File: src/rtl/bram_scan_ctrl.sv
// bram_scan_ctrl: serialises stimulus into the RAMB36E1 scan harness, strobes it, deserialises the response.
// Rev 1.0
`default_nettype none

module bram_scan_ctrl #(
  parameter int DIN_N  = 8,
  parameter int DOUT_N = 8,
  parameter int CNT_W  = 16
) (
  input  logic              clk,
  input  logic              rst_n,
  input  logic              vec_valid,
  output logic              vec_ready,
  input  logic [DIN_N-1:0]  vec_data,
  output logic              res_valid,
  input  logic              res_ready,
  output logic [DOUT_N-1:0] res_data,
  output logic              scan_di,
  output logic              scan_stb,
  input  logic              scan_do,
  output logic              busy,
  output logic [CNT_W-1:0]  scan_cnt
);

  localparam int MAX_N = (DIN_N > DOUT_N) ? DIN_N : DOUT_N;
  localparam int BIT_W = $clog2(MAX_N + 1);

  typedef enum logic [2:0] {
    IDLE    = 3'd0,
    SHIFT   = 3'd1,
    STROBE  = 3'd2,
    CAPTURE = 3'd3,
    DONE    = 3'd4
  } state_t;

  state_t            state_q, state_d;
  logic [DIN_N-1:0]  sbuf_q, sbuf_d;
  logic [BIT_W-1:0]  bit_cnt_q, bit_cnt_d;
  logic [DOUT_N-1:0] res_data_q, res_data_d;
  logic [CNT_W-1:0]  scan_cnt_q, scan_cnt_d;
  logic              vec_ready_q, vec_ready_d;
  logic              res_valid_q, res_valid_d;
  logic              scan_di_q, scan_di_d;
  logic              scan_stb_q, scan_stb_d;
  logic              busy_q, busy_d;

  always_ff @(posedge clk) begin
    if (!rst_n) begin
      state_q     <= IDLE;
      sbuf_q      <= '0;
      bit_cnt_q   <= '0;
      res_data_q  <= '0;
      scan_cnt_q  <= '0;
      vec_ready_q <= 1'b0;
      res_valid_q <= 1'b0;
      scan_di_q   <= 1'b0;
      scan_stb_q  <= 1'b0;
      busy_q      <= 1'b0;
    end else begin
      state_q     <= state_d;
      sbuf_q      <= sbuf_d;
      bit_cnt_q   <= bit_cnt_d;
      res_data_q  <= res_data_d;
      scan_cnt_q  <= scan_cnt_d;
      vec_ready_q <= vec_ready_d;
      res_valid_q <= res_valid_d;
      scan_di_q   <= scan_di_d;
      scan_stb_q  <= scan_stb_d;
      busy_q      <= busy_d;
    end
  end

  always_comb begin
    state_d     = state_q;
    sbuf_d      = sbuf_q;
    bit_cnt_d   = bit_cnt_q;
    res_data_d  = res_data_q;
    scan_cnt_d  = scan_cnt_q;
    scan_di_d   = 1'b0;
    scan_stb_d  = 1'b0;
    res_valid_d = 1'b0;

    case (state_q)
      IDLE: begin
        // The MSB goes out in the very first SHIFT cycle, so the buffer keeps only the rest.
        if (vec_valid && vec_ready_q) begin
          scan_di_d = vec_data[DIN_N-1];
          sbuf_d    = vec_data << 1;
          bit_cnt_d = BIT_W'(DIN_N - 1);
          state_d   = SHIFT;
        end
      end
      SHIFT: begin
        if (bit_cnt_q != '0) begin
          scan_di_d = sbuf_q[DIN_N-1];
          sbuf_d    = sbuf_q << 1;
          bit_cnt_d = bit_cnt_q - BIT_W'(1);
        end else begin
          scan_stb_d = 1'b1;
          state_d    = STROBE;
        end
      end
      STROBE: begin
        bit_cnt_d = BIT_W'(DOUT_N - 1);
        state_d   = CAPTURE;
      end
      CAPTURE: begin
        res_data_d = (res_data_q << 1) | DOUT_N'(scan_do);
        if (bit_cnt_q == '0) begin
          res_valid_d = 1'b1;
          state_d     = DONE;
        end else begin
          bit_cnt_d = bit_cnt_q - BIT_W'(1);
        end
      end
      DONE: begin
        if (res_ready) begin
          scan_cnt_d = scan_cnt_q + CNT_W'(1);
          state_d    = IDLE;
        end else begin
          res_valid_d = 1'b1;
        end
      end
      default: state_d = IDLE;
    endcase

    vec_ready_d = (state_d == IDLE);
    busy_d      = (state_d != IDLE);
  end

  assign vec_ready = vec_ready_q;
  assign res_valid = res_valid_q;
  assign res_data  = res_data_q;
  assign scan_di   = scan_di_q;
  assign scan_stb  = scan_stb_q;
  assign busy      = busy_q;
  assign scan_cnt  = scan_cnt_q;

endmodule

`default_nettype wire
File: config.mk
export PLATFORM = sky130hd
export DESIGN_NAME = bram_scan_ctrl
export DESIGN_NICKNAME = d
export VERILOG_FILES = /design/src/rtl/bram_scan_ctrl.sv
export SDC_FILE = /design/constraint.sdc
export NUM_CORES = 1
export LEC_CHECK = 0
export CORE_ASPECT_RATIO = 0.7
export CORE_UTILIZATION = 35
export DETAILED_ROUTE_END_ITERATION = 7
export GPL_TIMING_DRIVEN = 0
export PLACE_DENSITY_LB_ADDON = 0.3
export RECOVER_POWER = 25
export SETUP_SLACK_MARGIN = 0.02
export SYNTH_ARGS = -nofsm -noshare
export SYNTH_HDL_FRONTEND = slang
export SYNTH_SLANG_ARGS = --single-unit
File: constraint.sdc
create_clock -name clk -period 3.6 [get_ports clk]
set_input_delay 0.72 -clock clk [delete_from_list [all_inputs] [get_ports clk]]
set_output_delay 0.72 -clock clk [all_outputs]
set_load 0.01 [all_outputs]
; After elaboration in Yosys (flattened, before gate mapping)
; Index checks and enable logic that the tools add are counted.
[totals]
regBits = 44
latch_bits = 0
ramBits = 0
rom_bits = 0
input_bits = 13
out_inout_bits = 29
word_cells = 51
mem_count = 0
[classes]
add_sub_neg = 2
n_mul = 0
n_div = 0
n_lt_le_gt_ge = 0
n_eq_ne = 7
shifts = 0
n_mux = 19
n_bitwise = 1
n_reduce_logical = 12
[ops]
columns = cell, n
row1 = $add 16x1->16 const B, 1
row2 = $mux 8, 2
row3 = $pmux 4 s4, 1
row4 = $pmux 8 s2, 1
row5 = $pmux 3 s5, 1
row6 = $mux 3, 4
row7 = $mux 4, 3
row8 = $or 8x1->8, 1
row9 = $reduce_bool 4->1, 2
row10 = $eq 3x2->1 const B, 2
row11 = $logic_not 3->1, 2
row12 = $ne 2x2->1 const B, 3
row13 = $mux 1, 5
row14 = $logic_not 4->1, 1
row15 = $pmux 1 s2, 2
row16 = $reduce_and 2->1, 2
row17 = $reduce_and 4->1, 1
row18 = $sub 4x1->4 const B, 1
row19 = $eq 3x1->1 const B, 1
row20 = $eq 3x3->1 const B, 1
row21 = $reduce_and 3->1, 1
row22 = $reduce_bool 3->1, 1
row23 = $reduce_bool 2->1, 1
row24 = $logic_and 1x1->1, 1

; Depth between registers and ports, before layout
[depth]
ltp_word = 4
ltp_mapped = 7
ltp_nobuf = 6

; Worst setup path before layout
; No wires, ideal clock.
[synth_path]
path_type = input to register
start = input res_ready
end = register scan_cnt_q[14], in the netlist scan_cnt[14]
setup_ns = 0.071
arrival_time_ns = 1.744
required_time_ns = 3.529
slack_ns = 1.786
path_stages = 5
n_path_buf = 1
path_cell_list = and4bb_1 > buf_6 > nand3_4 > or4_1 > a21oi_1
[synth_between]
elab_chain_len = 1
[synth_rtl]
columns = item, line
row1 = start: declaration, 16  ; input logic res_ready,
row2 = $reduce_and 2->1 (no source line), -
row3 = end signal: assignment, 64  ; scan_cnt_q <= scan_cnt_d;
row4 = end: declaration, 40  ; logic [CNT_W-1:0] scan_cnt_q, scan_cnt_d;
; Every way passes these cells.
; A chain may end at the register's enable or synchronous reset.

; Final worst setup path
[layout_path]
start = register bit_cnt_q[0]
end = register sbuf_q[4]
[layout_between]
elab_chain_len = 3
[layout_rtl]
columns = item, line
row1 = start: declaration, 38  ; logic [BIT_W-1:0] bit_cnt_q, bit_cnt_d;
row2 = start signal: assignment, 62  ; bit_cnt_q <= bit_cnt_d;
row3 = $reduce_bool 4->1, 94  ; if (bit_cnt_q != '0) begin
row4 = $ne 2x2->1 (no source line), -
row5 = $reduce_and 3->1 (no source line), -
row6 = end signal: assignment, 61  ; sbuf_q <= sbuf_d;
row7 = end: declaration, 37  ; logic [DIN_N-1:0] sbuf_q, sbuf_d;
; Every way passes these cells.

==> reports/qor.txt <==
synth warn -> 0
Port-buffer cells -> 41
Die X-Extent -> 88.88 microns
capturing point of the worst reg2reg path -> sbuf_q[4]$_SDFFE_PN0P_
Net Sw Frac -> 0.3157
global-route wire length before repair -> 7051 microns
cell count after placement -> 317
Core Util, Final -> 0.5008
Synth Instances -> 207
type of origin of the critical path -> flop
Leak Pwr -> 0.8657 nW
clock latency on the worst-skew pair -> 0.30 ns
Final Critical Period -> 2.222 ns
Via Count -> 1643
CTS root buffer -> clkbuf_8
kind of critical path -> flop to flop
Slew headroom -> 0.4517
RSZ-0062 raised after global routing -> no
vias in the first global route -> 1473
CTS tree -> built
Synth cell types -> 39
grt total ovfl -> 0
P_int -> 0.001009 W
worst r2r path cells -> 6
Total Wirelength -> 4074 microns
Area growth, synth to finish -> 33.76%
Sum Neg Setup Slack -> 0 ns
Worst Path Arrival -> 2.42 ns
Yosys reg bits -> 43
setup violators final -> 0
post-DR wirelength/cell -> 12.54 microns
min-delay worst type -> flop to flop
Final Max Slew Viols -> 0
Syn Nets -> 222
H-tree depth -> 2
r2r setup slk -> 1.38 ns
FMAX -> 450.0 MHz
final worst-path cycle share -> 0.6173
Crit path required time -> 3.80 ns
crit end category -> flop
Die Area -> 0.005583 sq mm
Starting DRT DRC Count -> 92
row cnt -> 21
maximum VDD drop -> 0.2788 mV
cell count of the worst hold path -> 2
Worst-path clk slew -> 0.08 ns
HP Start -> res_data[7]$_SDFFE_PN0N_
Starting Density -> 0.3744
Core Area -> 0.004940 sq mm
Mean Syn Cell Area -> 8.934 sq um
Total GRT Usage -> 0.1621
non-filler instance count after layout -> 325
sw power -> 0.0004653 W
design area -> 0.002474 sq mm
Final Net Count -> 270
worst slew pin tran -> 0.8206 ns
drt drc -> 0
Post-Place Cell Area -> 0.002346 sq mm
clock network fraction of design power -> 0.304
logic gate share of total power -> 0.287
status -> finished, final reports clean
Worst Hold End -> res_data[7]$_SDFFE_PN0N_
Final ANT Viol Nets -> 0
Power Density -> 595.8 mW/mm^2
worst-path fanout max -> 10
sequential-to-total area share from yosys stat -> 0.4655
reg2reg start -> bit_cnt_q[0]$_SDFFE_PN0P_
CTS hold repair buffers -> 0
CTS resizes -> 0
TritonCTS buffer count -> 5
Boundary Pins -> 42
Die Span Y -> 62.82 microns
Fin. Hold Viols -> 0
worst clock skew -> 0.008589 ns
pin count of the biggest net entering global routing -> 14
drt first pass iters -> 4
sequential share of power -> 0.409
Mapped Area -> 0.001849 sq mm
TritonCTS sink count -> 43
layout cells sized above 1 -> 0.04688
MaxCap Viol Count -> 0
Final GP Congestion -> 0.7552
Via density -> 5.055
postcts setup bufs -> 0
clk buf depth -> 2
hpwl dp -> 2885 microns
ANT cells -> 0
number of antenna violations at the first check in global routing -> 0
[sequential cells by signal, indices dropped and copies added, names as in the netlist]
register	count
busy	1
scan_stb	1
scan_cnt	16
scan_di	1
bit_cnt_q	4
res_data	8
state_q	3
vec_ready	1
res_valid	1
sbuf_q	7
[area by class of cell]
class                      instances  area [sq um]
fill                             494          2466
multi-input combinational        149         913.4
sequential                        43         860.8
timing repair buffer              41         410.4
tap                               69         86.33
clock buffer                       6         72.57
clock inverter                     2         60.06
buffer                            12         58.81
inverter                           3         11.26
[Yosys cell counts (all sizes together)]
cell type | number | area [sq um]
or4 | 3 | 22.52
clkbuf | 7 | 26.28
nor2 | 17 | 63.81
and3 | 4 | 25.02
nand2b | 1 | 6.260
inv | 3 | 11.26
xnor2 | 1 | 8.760
a221oi | 1 | 8.760
or3 | 5 | 31.28
nand3 | 14 | 82.58
o21a | 2 | 15.01
o31ai | 3 | 22.52
nand4 | 4 | 25.02
o22ai | 1 | 6.260
nor3b | 2 | 20.02
and2 | 3 | 18.77
nor3 | 3 | 15.01
and4bb | 1 | 12.51
nor4b | 1 | 8.760
and4 | 2 | 17.52
buf | 5 | 32.53
nand3b | 1 | 7.510
a31oi | 2 | 12.51
xor2 | 8 | 70.07
a21boi | 2 | 15.01
nand2 | 21 | 78.83
nor4 | 1 | 6.260
mux2i | 9 | 90.09
nor2b | 1 | 6.260
a311oi | 7 | 61.31
a21oi | 22 | 110.1
dfxtp | 43 | 860.8
ha | 2 | 25.02
o21ai | 5 | 25.02
[how the worst max path moves through the flow]
stage	startpoint	slack, ns	to	depth (start not counted)
after floorplan	res_ready	1.79	scan_cnt[14]$_SDFFE_PN0P_	5
after global routing	bit_cnt_q[0]$_SDFFE_PN0P_	1.12	sbuf_q[3]$_SDFFE_PN0P_	6
after detailed placement	res_ready	1.14	scan_cnt[14]$_SDFFE_PN0P_	6
after CTS	res_ready	1.46	scan_cnt[14]$_SDFFE_PN0P_	6
after global placement	rst_n	1.14	busy$_SDFF_PN0_	5
final	bit_cnt_q[0]$_SDFFE_PN0P_	1.38	sbuf_q[4]$_SDFFE_PN0P_	6
[critical path: stages (launching register included)]
cell,delay [ns]
dfxtp_1,0.34
inv_1,0.06
ha_1,0.19
nor3b_1,0.69
mux2i_1,0.30
buf_2,0.26
a311oi_1,0.29
[layout by cell type (no fill, tap or decap), types with 4 or more instances in the layout]
cell             Yosys  routed
clkdlybuf4s50_1      0      33
o21ai_0              5       5
nand4_1              4       4
nand2_1             21      21
dfxtp_1             43      43
nand3_1             13      13
clkbuf_8             0       5
xor2_1               8       8
or3_1                5       5
and3_1               4       4
clkbuf_1             7       8
a311oi_1             7       7
a21oi_1             22      22
nor2_1              17      17
mux2i_1              9       9
dlygate4sd3_1        0       8
[per-stage QoR]
step	hold WS, ns	setup slack, ns	total power, W
global route	0.4864	1.119	0.001575
finish	0.4533	1.378	0.001474
CTS	0.4620	1.455	0.001493
detailed placement	0.4500	1.140	0.001046
floorplan	0.4377	1.786	0.0009229
global placement	0.4456	1.143	0.001038
[kinds of logic (layout without fill, tap and decap cells)]
group                      Yosys count  in the layout  synth area share
and+or+nand+nor                     84             84            0.2422
AOI/OAI and AO/OA                   45             45            0.1495
DFF                                 43             43            0.4655
buffers and inverters               15             64           0.03789
xor gates and xnor gates             9              9           0.04263
muxes                                9              9           0.04872
adders and majority gates            2              2           0.01353
[routing by layer]
layer / GRT usage / share of wire / vias up / routed length, microns
met5: 0 / 0 / - / 0
met3: 0.03963 / 0.041 / 7 / 165
li1: - / - / 839 / -
met4: 0.06048 / 0.017 / 0 / 68
met1: 0.2262 / 0.50 / 763 / 2035
met2: 0.2394 / 0.44 / 34 / 1804
[power by group through the flow]
stage,registers (W),logic [W],clock network [W]
final,0.000603,0.000424,0.000447
after global routing,0.000617,0.000481,0.000477
after CTS,0.000604,0.000434,0.000455
after detailed placement,0.000614,0.000432,0
after global placement,0.000613,0.000425,0
after floorplan,0.000609,0.000314,0
Note: power is estimated with default switching activity, not from simulation.
